`src/rtl/data_io_sync.sv`:
```
// SPI (SS2) download receiver oversampled on clk_sys: packs bytes into DW-bit words,
// buffers them in a small FIFO and issues ioctl_wr strobes under clkref_n / ioctl_wait.
module data_io_sync #(
  parameter int unsigned DW         = 8,
  parameter logic [24:0] START_ADDR = 25'd0,
  parameter int unsigned FIFO_DEPTH = 4
) (
  input  logic          clk_sys,
  input  logic          reset_n,
  input  logic          SPI_SCK,
  input  logic          SPI_SS2,
  input  logic          SPI_DI,
  input  logic          clkref_n,
  input  logic          ioctl_wait,
  output logic          ioctl_download,
  output logic [7:0]    ioctl_index,
  output logic          ioctl_wr,
  output logic [24:0]   ioctl_addr,
  output logic [DW-1:0] ioctl_dout,
  output logic [23:0]   ioctl_fileext,
  output logic [31:0]   ioctl_filesize,
  output logic          ioctl_overflow
);

  localparam int unsigned AW      = $clog2(FIFO_DEPTH);
  localparam int unsigned STEP_I  = DW / 8;
  localparam logic [24:0] ADDR_STEP = STEP_I[24:0];
  localparam logic [AW:0] FULL_CNT  = FIFO_DEPTH[AW:0];

  typedef enum logic [7:0] {
    CMD_DL    = 8'h53,
    CMD_DATA  = 8'h54,
    CMD_INDEX = 8'h55,
    CMD_INFO  = 8'h56
  } cmd_e;

  logic [1:0]    sck_s, ss_s, di_s;
  logic          sck_d, ss_seen;
  logic          sck_rise, rx_active;
  logic [3:0]    bit_cnt;
  logic [6:0]    sr;
  logic [7:0]    cmd, rx_byte;
  logic          byte_stb;
  logic [5:0]    fi_cnt;
  logic [7:0]    index_reg;
  logic          end_pending;
  logic [24:0]   addr_cnt;

  logic          is_dl, start, end_stb, data_stb, end_seen;
  logic          data_push, pad_push, push_any, do_push, pop, fifo_full;
  logic [DW-1:0] push_word;
  logic [DW-1:0] mem [FIFO_DEPTH];
  logic [AW-1:0] wr_ptr, rd_ptr;
  logic [AW:0]   fifo_cnt;

  always_ff @(posedge clk_sys or negedge reset_n) begin
    if (!reset_n) begin
      sck_s   <= '0;
      ss_s    <= '0;
      di_s    <= '0;
      sck_d   <= 1'b0;
      ss_seen <= 1'b0;
    end else begin
      sck_s   <= {sck_s[0], SPI_SCK};
      ss_s    <= {ss_s[0], SPI_SS2};
      di_s    <= {di_s[0], SPI_DI};
      sck_d   <= sck_s[1];
      ss_seen <= ss_seen | ss_s[1];
    end
  end

  // Nothing is framed until SS2 has been seen deasserted since reset.
  assign sck_rise  = sck_s[1] & ~sck_d;
  assign rx_active = ss_seen & ~ss_s[1];

  always_ff @(posedge clk_sys or negedge reset_n) begin
    if (!reset_n) begin
      bit_cnt  <= '0;
      sr       <= '0;
      cmd      <= '0;
      rx_byte  <= '0;
      byte_stb <= 1'b0;
    end else begin
      byte_stb <= 1'b0;
      if (ss_s[1]) begin
        bit_cnt <= '0;
      end else if (rx_active && sck_rise) begin
        sr <= {sr[5:0], di_s[1]};
        if (bit_cnt == 4'd7) cmd <= {sr, di_s[1]};
        if (bit_cnt == 4'd15) begin
          rx_byte  <= {sr, di_s[1]};
          byte_stb <= 1'b1;
          bit_cnt  <= 4'd8;
        end else begin
          bit_cnt <= bit_cnt + 4'd1;
        end
      end
    end
  end

  assign is_dl    = byte_stb && (cmd == CMD_DL);
  assign start    = is_dl && rx_byte[0];
  assign end_stb  = is_dl && !rx_byte[0] && ioctl_download;
  assign data_stb = byte_stb && (cmd == CMD_DATA) && ioctl_download;
  assign end_seen = end_pending | end_stb;

  if (DW == 16) begin : g_pack16
    logic [7:0] lo;
    logic       half;
    always_ff @(posedge clk_sys or negedge reset_n) begin
      if (!reset_n) begin
        lo   <= '0;
        half <= 1'b0;
      end else if (start || end_stb) begin
        half <= 1'b0;
      end else if (data_stb) begin
        if (!half) lo <= rx_byte;
        half <= ~half;
      end
    end
    assign data_push = data_stb & half;
    assign pad_push  = end_stb & half;
    assign push_word = pad_push ? {8'h00, lo} : {rx_byte, lo};
  end else begin : g_pack8
    assign data_push = data_stb;
    assign pad_push  = 1'b0;
    assign push_word = rx_byte;
  end

  assign push_any  = data_push | pad_push;
  assign fifo_full = (fifo_cnt == FULL_CNT);
  assign pop       = (fifo_cnt != '0) && !clkref_n && !ioctl_wait && !ioctl_wr && !start;
  assign do_push   = push_any && (!fifo_full || pop);

  always_ff @(posedge clk_sys) begin
    if (do_push) mem[wr_ptr] <= push_word;
  end

  always_ff @(posedge clk_sys or negedge reset_n) begin
    if (!reset_n) begin
      wr_ptr   <= '0;
      rd_ptr   <= '0;
      fifo_cnt <= '0;
    end else if (start) begin
      wr_ptr   <= '0;
      rd_ptr   <= '0;
      fifo_cnt <= '0;
    end else begin
      if (do_push) wr_ptr <= wr_ptr + 1'b1;
      if (pop)     rd_ptr <= rd_ptr + 1'b1;
      if (do_push && !pop)      fifo_cnt <= fifo_cnt + 1'b1;
      else if (pop && !do_push) fifo_cnt <= fifo_cnt - 1'b1;
    end
  end

  // Download ends only once the FIFO has drained and the last strobe has retired.
  always_ff @(posedge clk_sys or negedge reset_n) begin
    if (!reset_n) begin
      ioctl_wr       <= 1'b0;
      ioctl_dout     <= '0;
      ioctl_addr     <= '0;
      addr_cnt       <= '0;
      ioctl_download <= 1'b0;
      ioctl_index    <= '0;
      ioctl_overflow <= 1'b0;
      end_pending    <= 1'b0;
      index_reg      <= '0;
    end else begin
      ioctl_wr <= pop;
      if (pop) begin
        ioctl_dout <= mem[rd_ptr];
        ioctl_addr <= addr_cnt;
        addr_cnt   <= addr_cnt + ADDR_STEP;
      end
      if (start) begin
        ioctl_download <= 1'b1;
        ioctl_index    <= index_reg;
        addr_cnt       <= START_ADDR;
        ioctl_overflow <= 1'b0;
        end_pending    <= 1'b0;
      end else begin
        if (push_any && fifo_full && !pop) ioctl_overflow <= 1'b1;
        if (end_seen && (fifo_cnt == '0) && !push_any && !ioctl_wr) begin
          ioctl_download <= 1'b0;
          end_pending    <= 1'b0;
        end else if (end_stb) begin
          end_pending <= 1'b1;
        end
      end
      if (byte_stb && (cmd == CMD_INDEX)) index_reg <= rx_byte;
    end
  end

  always_ff @(posedge clk_sys or negedge reset_n) begin
    if (!reset_n) begin
      fi_cnt         <= '0;
      ioctl_fileext  <= '0;
      ioctl_filesize <= '0;
    end else if (ss_s[1]) begin
      fi_cnt <= '0;
    end else if (byte_stb && (cmd == CMD_INFO)) begin
      fi_cnt <= fi_cnt + 6'd1;
      case (fi_cnt)
        6'h08: ioctl_fileext[23:16]  <= rx_byte;
        6'h09: ioctl_fileext[15:8]   <= rx_byte;
        6'h0A: ioctl_fileext[7:0]    <= rx_byte;
        6'h1C: ioctl_filesize[7:0]   <= rx_byte;
        6'h1D: ioctl_filesize[15:8]  <= rx_byte;
        6'h1E: ioctl_filesize[23:16] <= rx_byte;
        6'h1F: ioctl_filesize[31:24] <= rx_byte;
        default: ;
      endcase
    end
  end

endmodule

```
`config.mk`:
```
export PLATFORM = sky130hd
export DESIGN_NAME = data_io_sync
export DESIGN_NICKNAME = d
export VERILOG_FILES = /design/src/rtl/data_io_sync.sv
export SDC_FILE = /design/constraint.sdc
export NUM_CORES = 1
export LEC_CHECK = 0
export ABC_AREA = 1
export ABC_CLOCK_PERIOD_IN_PS = 2200
export CORE_MARGIN = 5
export CORE_UTILIZATION = 55
export CTS_CLUSTER_SIZE = 40
export DETAILED_ROUTE_END_ITERATION = 10
export GPL_ROUTABILITY_DRIVEN = 0
export PLACE_DENSITY = 0.79
export SKIP_LAST_GASP = 1
export SYNTH_ARGS = -nofsm -noshare
export SYNTH_HDL_FRONTEND = slang
export SYNTH_SLANG_ARGS = --single-unit
```
`constraint.sdc`:
```
create_clock -name clk_sys -period 2.2 [get_ports clk_sys]
set_clock_uncertainty 0.1 [all_clocks]
set_input_delay 0.44 -clock clk_sys [delete_from_list [all_inputs] [get_ports clk_sys]]
set_output_delay 0.44 -clock clk_sys [all_outputs]
set_load 0.01 [all_outputs]
```
# Word level (Yosys, flattened, before mapping)
# Memory sizes are Yosys's and may differ from the RTL's. A register that Yosys moved wholly into a read port is not among the register bits.
# Index checks and enable logic that the tools add are counted.
[word_totals]
mem_count = 1
mem_bits_rw = 32
reg_bits = 175
[mem_list]
columns = ["memory", "words", "word_bits", "rd", "rd_clocked_by_memory_dff", "write_ports", "line_no", "source"]
rows = [
  ["mem", 4, 8, 1, 1, 1, "52", "logic [DW-1:0] mem [FIFO_DEPTH];"],
]
[classes]
mux = 26
addsub = 7
reduce_logical = 52
eq_ne = 14
n_bitwise = 6
[ops]
columns = ["operator", "n"]
rows = [
  ["$mux W25", 2],
  ["$eq A8 B7 Y1 const B", 4],
  ["$reduce_and A3 Y1", 9],
  ["$add A25 B1 Y25 const B", 1],
  ["$eq A6 B5 Y1 const B", 4],
  ["$logic_and A1 B1 Y1", 21],
  ["$eq A6 B4 Y1 const B", 3],
  ["$mux W1", 12],
  ["$mux W4", 3],
  ["$mux W6", 2],
  ["$reduce_bool A2 Y1", 6],
  ["$logic_not A1 Y1", 10],
  ["$mux W3", 3],
  ["$reduce_bool A3 Y1", 3],
  ["$mux W2", 4],
  ["$add A6 B1 Y6 const B", 1],
  ["$add A2 B1 Y2 const B", 2],
  ["$add A4 B1 Y4 const B", 1],
  ["$eq A4 B3 Y1 const B", 1],
  ["$eq A4 B4 Y1 const B", 1],
  ["$add A3 B1 Y3 const B", 1],
  ["$eq A3 B3 Y1 const B", 1],
  ["$logic_not A3 Y1", 1],
  ["$sub A3 B1 Y3 const B", 1],
  ["5 further kinds", 8],
]

# Logic depth before layout (Yosys ltp)
# Gate-level depths: netlist of the first run.
[logic_depth]
word_depth = 12
depth_mapped = 15

# Worst setup path after synthesis of the first run
# No wires, ideal clock.
[synth_timing]
path_type = "input to register"
startpoint = "input clkref_n"
endpoint = "register fifo_cnt[2]"
path_slack_ps = 101
path_stages = 13
arrival_time_ps = 1882
path_cell_list = "nor3_1 -> nand2_2 -> clkinv_2 -> nand2_8 -> nand3_4 -> inv_1 -> fa_1 -> xnor2_1 -> inv_1 -> nand2_1 -> nand2_1 -> nand2_1 -> nand2_1"
[synth_between]
elab_chain_cells = 10
elab_cells_between_ends = 14
[synth_rtl]
columns = ["element", "line_no", "source"]
rows = [
  ["start: declaration", "13", "input logic clkref_n,"],
  ["$logic_not A1 Y1 (*)", "132", "assign pop = (fifo_cnt != '0) && !clkref_n && !ioctl_wait && !ioctl_wr && !start;"],
  ["$logic_and A1 B1 Y1 (*) (4 in a row)", "132", ""],
  ["$logic_or A1 B1 Y1", "133", "assign do_push = push_any && (!fifo_full || pop);"],
  ["$logic_and A1 B1 Y1", "133", ""],
  ["$logic_and A1 B1 Y1 / $logic_not A1 Y1 (equally long branches)", "151, 152", ""],
  ["$mux W3 / $logic_and A1 B1 Y1 (equally long branches)", "151, 152", ""],
  ["$mux W3 / $reduce_bool A3 Y1 (equally long branches)", "n/a", ""],
  ["end signal: assignment", "151", "if (do_push && !pop) fifo_cnt <= fifo_cnt + 1'b1;"],
  ["end signal: assignment", "152", "else if (pop && !do_push) fifo_cnt <= fifo_cnt - 1'b1;"],
  ["end: declaration", "54", "logic [AW:0] fifo_cnt;"],
]
# Mark *: on every way between the ends. The rest lies on a longest branch, timed or not.
# A chain may end at the register's enable or synchronous reset.

# Worst setup path in the final report of the first run
[layout_timing]
startpoint = "register byte_stb"
endpoint = "register addr_cnt[3]"
[layout_between]
elab_chain_cells = 5
elab_cells_between_ends = 6
[layout_rtl]
columns = ["element", "line_no", "source"]
rows = [
  ["start: declaration", "43", "logic byte_stb;"],
  ["start signal: assignment", "82", "byte_stb <= 1'b0;"],
  ["start signal: assignment", "84", "byte_stb <= 1'b0;"],
  ["start signal: assignment", "92", "byte_stb <= 1'b1;"],
  ["$logic_and A1 B1 Y1 (*)", "101", "assign is_dl = byte_stb && (cmd == CMD_DL);"],
  ["$logic_and A1 B1 Y1 (*)", "102", "assign start = is_dl && rx_byte[0];"],
  ["$logic_not A1 Y1", "132", ""],
  ["$logic_and A1 B1 Y1", "132", ""],
  ["$reduce_bool A2 Y1 (no source line)", "n/a", ""],
  ["end signal: assignment", "173", "addr_cnt <= addr_cnt + ADDR_STEP;"],
  ["end: declaration", "47", "logic [24:0] addr_cnt;"],
]
# Marked as above.

==> results.cfg, run 1 <==
[outcome]
outcome = completed

[floorplanning]
rows = 47
die_x_um = 139
start_util = 0.556
dieArea_mm2 = 0.0193
core_mm2 = 0.0164
ios = 107
die_height_um = 139

[timing]
finalCriticalPeriod_ns = 2.11
holdWs_ns = 0.247
fin_crit_sh = 0.960
tightestPinTransition_ns = 0.543
setup_viol = 0
max_slew_margin = 0.637
hold_viol = 0
final.setup.tns_ns = 0
grt_setup_unrepaired = yes
timing.fmax_mhz = 473
slew_viol_final = 0

[synthesis]
netlist_area_mm2 = 0.00912
synth_area_per_cell_um2 = 9.70
synth.distinct_cells = 44
ys_seq_elements = 215
ys_warn_count = 0
netlist.area_leader.share = 0.502
ys_seq_area_frac = 0.607
synth_area_leaders = dfrtp_1 50%, edfxtp_1 11%, nand2_1 9.8%, o21ai_0 5.2%, nor2_1 3.5%
syn_inst = 940
synthesis.nets = 958
yosysTopAreaCell = dfrtp_1

[route]
via_count = 6979
drc_errors = 0
ant_nets = 0
drtIter0Drc = 559
wl_per_cell_um = 15.6
via_per_inst = 5.32
first_pass_iters = 5
routed_wl_um = 20400

[global_routing]
antenna_found_initial = 0
grt_usage = 0.216
grt_max_degree = 51
grt-ovfl-total = 0
grt_pass1_vias = 6947
grt_pass1_wl_um = 34800

[critical_path]
cp_slowest_cell = dfrtp_1
cp_cell_sequence = nand2_1, nor2_1, nand4_1, buf_4, clkinvlp_4, buf_4, o31ai_1
cp.arrival_ns = 2.40
cp_common_cell = buf_4
critPathMaxFanout = 21
critPathLaunchType = flip-flop
critPathCaptureType = flip-flop
cpPeakStageDelay_ns = 0.40
crit_buf_inv = 3
worstPathRequired_ns = 2.49
cp_top_family = buffers and inverters
worstSetupPathType = reg -> reg

[power_and_ir_drop]
powerDensity_mw_per_mm2 = 691
ir_worst_vdd_mv = 0.509
leakagePower_nw = 4.99
total_power_w = 0.00780

[clock_tree]
htreeDepth = 1
cts_sinks = 215
clk_path_buf_depth = 3
path_clk_slew_ns = 0.06
cts-buffers-inserted = 22
cts_tree = built
cts_root_buffer = clkbuf_16
clock_latency_ns = 0.50

[layout]
final_common_cell = nand2_1
drive_gt1_frac = 0.0989
layout.nets = 1096
diodes = 0
regArea_mm2 = 0.00554
reg_top3 = ioctl_filesize: 32 flops, mem: 32 flops
area_growth_pct = 23.7
final_cell_mix = 237 x nand2_1, 183 x dfrtp_1, 105 x clkdlybuf4s50_1
final_core_util = 0.688
nFillCells = 1228
multi_input_area_mm2 = 0.00303

[placement]
io_buffers = 106
place_hpwl_um = 14000

[min_path]
min_path_type = reg -> reg

[run]
maxCapViolations = 0
==> per-layer routing <==
metal / global-route usage / part of all wire
met1: 0.297 / 0.44
met3: 0.0645 / 0.074
met5: 0 / 0
met4: 0.0556 / 0.026
met2: 0.340 / 0.46
==> through the flow <==
stage               cell area (µm²)  setup slack, ns  instances
floorplan                      9120            0.101        940
global placement              10600           -0.307       1273
detailed placement            10600           -0.331       1273
CTS                           11300          0.00921       1312
global route                  11300         0.000429       1312
finish                        11300           0.0880       1312
==> Yosys cell counts (all sizes together) <==
cell type / n
nor3: 20
inv: 86
edfxtp: 32
buf: 21
clkinv: 4
nand4: 23
nand2: 240
fa: 1
a22oi: 1
nor2: 92
ha: 10
o21ai: 148
nand3: 36
a21oi: 13
dfrtp: 183
clkbuf: 8
o21a: 1
o22ai: 1
xor2: 4
a31oi: 8
or2: 1
o21bai: 2
o31ai: 2
xnor2: 2
a22o: 1
==> kinds of logic after synthesis <==
kind of cell | count (synthesis) | share of synthesized area
simple gates | 412 | 0.206
xor+xnor | 6 | 0.00576
compound gates | 177 | 0.105
buf+inv | 119 | 0.0605
fa+ha+maj | 11 | 0.0159
flops | 215 | 0.607
==> worst register-to-register path, stage by stage, from the launching register on <==
cell and delay, ns:
dfrtp_1 0.40, nand2_1 0.10, nor2_1 0.06, nand4_1 0.25
buf_4 0.33, clkinvlp_4 0.25, buf_4 0.24, o31ai_1 0.28
==> repair_timing <==
action	in CTS	in global routing
resized for setup	0	2
hold buffers	1	0
buffers inserted	0	0
setup endpoints to repair	0	5
endpoints found under the hold margin	43	0
==> final timing paths <==
path,startpoint,endpoint,slack (ns),cells after the start
worst max-delay path,byte_stb,addr_cnt[3],0.09,7
worst min-delay path,sck_s[0],sck_s[1],0.25,0
worst max register to register,byte_stb,addr_cnt[3],0.09,7
worst min register to register,sck_s[0],sck_s[1],0.25,0
max in group asynchronous,reset_n,fi_cnt[0],1.02,3
min in group asynchronous,reset_n,ioctl_dout[7],0.37,2
==> area by class of cell <==
type	count	area share
clock inverters	6	0.00266
flip-flops and latches	215	0.491
well taps	220	0.0244
inverters	90	0.0304
repair buffers	143	0.125
multi-input cells	606	0.268
clock buffers	32	0.0584
==> report_power, final <==
group	total [W]	switching (W)	internal [W]	leakage, nW
registers	0.00411	0.0000375	0.00407	2.85
clock network	0.00351	0.00144	0.00207	0.348
logic	0.000171	0.000114	0.0000570	1.79
Power figures use the tool's default switching activity.
==> run 2: changes to the inputs <==
--- a/config.mk
+++ b/config.mk
@@ -6,7 +6,7 @@
 export NUM_CORES = 1
 export LEC_CHECK = 0
 export ABC_AREA = 1
-export ABC_CLOCK_PERIOD_IN_PS = 2200
+export ABC_CLOCK_PERIOD_IN_PS = 2040
 export CORE_MARGIN = 5
 export CORE_UTILIZATION = 55
 export CTS_CLUSTER_SIZE = 40
==> constraint.sdc (replaced) <==
create_clock -name clk_sys -period 2.04 [get_ports clk_sys]
set_clock_uncertainty 0.1 [all_clocks]
set_input_delay 0.408 -clock clk_sys [delete_from_list [all_inputs] [get_ports clk_sys]]
set_output_delay 0.408 -clock clk_sys [all_outputs]
set_load 0.01 [all_outputs]
==> run 2 against run 1 <==
  * Worst hold slack got worse by 0.0069 ns
  * Sequential share of layout area decreased by 0.93 points
  * Die area stayed put
  * Utilization is 1.3 points higher
  * Routed wire length is 5.2% higher
  * Cell area up 1.9%
  * Cell count grew 0.76%
  * Non-clock buffer count is 8 higher
  * Sequential power is 8.0% higher
  * Via count is 1.3% higher
==> results.cfg, run 2 (same netlist as run 1, synthesis figures left out) <==
[critical_path]
worstPathRequired_ns = 2.32
r2r_start = cmd[5]
critPathLaunchType = primary input
cp.arrival_ns = 2.31
reg2reg_slack_ns = 0.04
critPathCaptureType = flip-flop
critPathMaxFanout = 2
worstSetupPathType = in -> reg
startpoint = clkref_n
worstRegToRegCells = 15

[clock_tree]
cts_sinks = 215
path_clk_slew_ns = 0.06
cts-buffers-inserted = 22
htreeDepth = 1
cts_tree = built
clk_path_buf_depth = 3
clock_latency_ns = 0.50
cts_root_buffer = clkbuf_16

[layout]
final_common_cell = nand2_1
layout.nets = 1104
drive_gt1_frac = 0.114
nFillCells = 1181
final_cell_mix = 234 x nand2_1, 183 x dfrtp_1, 103 x clkdlybuf4s50_1
regArea_mm2 = 0.00554
diodes = 0
area_growth_pct = 26.1
multi_input_area_mm2 = 0.00308
reg_top3 = ioctl_filesize: 32 flops, mem: 32 flops

[outcome]
outcome = completed

[min_path]
min_path_type = in -> reg
whs_path_depth = 1
hold_start = SPI_SS2

[timing]
holdWs_ns = 0.240
max_slew_margin = 0.646
hold_viol = 0
tightestPinTransition_ns = 0.530
finalCriticalPeriod_ns = 2.03
fin_crit_sh = 0.994
timing.fmax_mhz = 493
setup_viol = 0
final.setup.tns_ns = 0
slew_viol_final = 0
grt_setup_unrepaired = yes

[route]
routed_wl_um = 21500
first_pass_iters = 6
via_per_inst = 5.35
wl_per_cell_um = 16.2
ant_nets = 0
drc_errors = 0
drtIter0Drc = 537
via_count = 7072

[global_routing]
grt_pass1_wl_um = 35900
grt_usage = 0.223
antenna_found_initial = 0
grt_pass1_vias = 7080
grt-ovfl-total = 0
grt_max_degree = 49

[power_and_ir_drop]
ir_worst_vdd_mv = 0.566
total_power_w = 0.00881
leakagePower_nw = 5.13
powerDensity_mw_per_mm2 = 766

[run]
maxCapViolations = 0

[placement]
place_hpwl_um = 14500
io_buffers = 106

[floorplanning]
ios = 107
start_util = 0.556
die_x_um = 139
rows = 47
dieArea_mm2 = 0.0193
die_height_um = 139
core_mm2 = 0.0164
run 2: cell count changes in the layout (fill, tap and decap cells not counted), moves of 3 or more:
cell,before,now
buf_4,30,36
clkbuf_1,4,1
clkinv_1,2,7
clkinv_2,7,3
nand2_1,237,234
nand2_2,2,5
run 2: worst paths after layout:
check / end
hold reg to reg: ss_s[1]
hold / removal: ss_s[0]
max in group asynchronous: ioctl_addr[12]
setup reg to reg: fifo_cnt[2]
min in group asynchronous: ioctl_dout[4]
setup / recovery: fifo_cnt[2]
run 2: worst max-delay path, stage by stage:
cell	delay, ns
clkdlybuf4s50_1	0.45
nor3_4	0.24
nand2_2	0.11
clkinv_4	0.08
nand2_8	0.06
nand3_4	0.06
inv_2	0.04
fa_2	0.38
xnor2_2	0.19
inv_1	0.06
nand2_1	0.06
nand2_1	0.04
nand2_1	0.07
nand2_1	0.05
run 2: final cells by class:
cell class,count,area share
clock buffer,31,0.0597
timing repair buffer,151,0.130
inverter,90,0.0298
tap,220,0.0239
multi-input combinational,606,0.268
clock inverter,9,0.00783
sequential,215,0.482
run 2: metrics by stage:
step	cells	cell area [µm²]	utilization	worst slack, ns
after floorplan	940	9130	-	0.0280
after global placement	1276	10600	0.647	-0.448
after detailed placement	1276	10600	0.647	-0.526
after CTS	1317	11400	0.696	-0.0284
after global routing	1322	11500	0.701	-0.0729
final	1322	11500	0.701	0.0114
run 2: repair_timing:
| action | CTS | global route |
|---|---|---|
| endpoints found under the hold margin | 42 | 0 |
| endpoints found under the setup margin | 35 | 38 |
| buffers inserted | 0 | 5 |
| pin swaps | 1 | 7 |
| hold buffers | 1 | 0 |
| gates resized for setup | 5 | 14 |
run 2: routing by layer:
layer	up-vias	wire length [µm]	GRT usage
li1	3380	-	-
met5	-	0	0
met2	266	10300	0.359
met4	0	508	0.0587
met1	3381	8780	0.297
met3	45	1910	0.0690
run 2: power breakdown:
part	leakage [nW]	internal, W	switching, W
clock	0.386	0.00259	0.00160
combinational	1.89	0.0000584	0.000124
sequential	2.85	0.00439	0.0000427
total	5.13	0.00704	0.00177
==> run 3: changes to the inputs <==
--- a/config.mk
+++ b/config.mk
@@ -12,6 +12,7 @@
 export CTS_CLUSTER_SIZE = 40
 export DETAILED_ROUTE_END_ITERATION = 10
 export GPL_ROUTABILITY_DRIVEN = 0
+export HOLD_SLACK_MARGIN = 0.08
 export PLACE_DENSITY = 0.79
 export SKIP_LAST_GASP = 1
 export SYNTH_ARGS = -nofsm -noshare
==> results of run 3 <==
The final DEF is identical to that of run 2; final timing and power are the same.
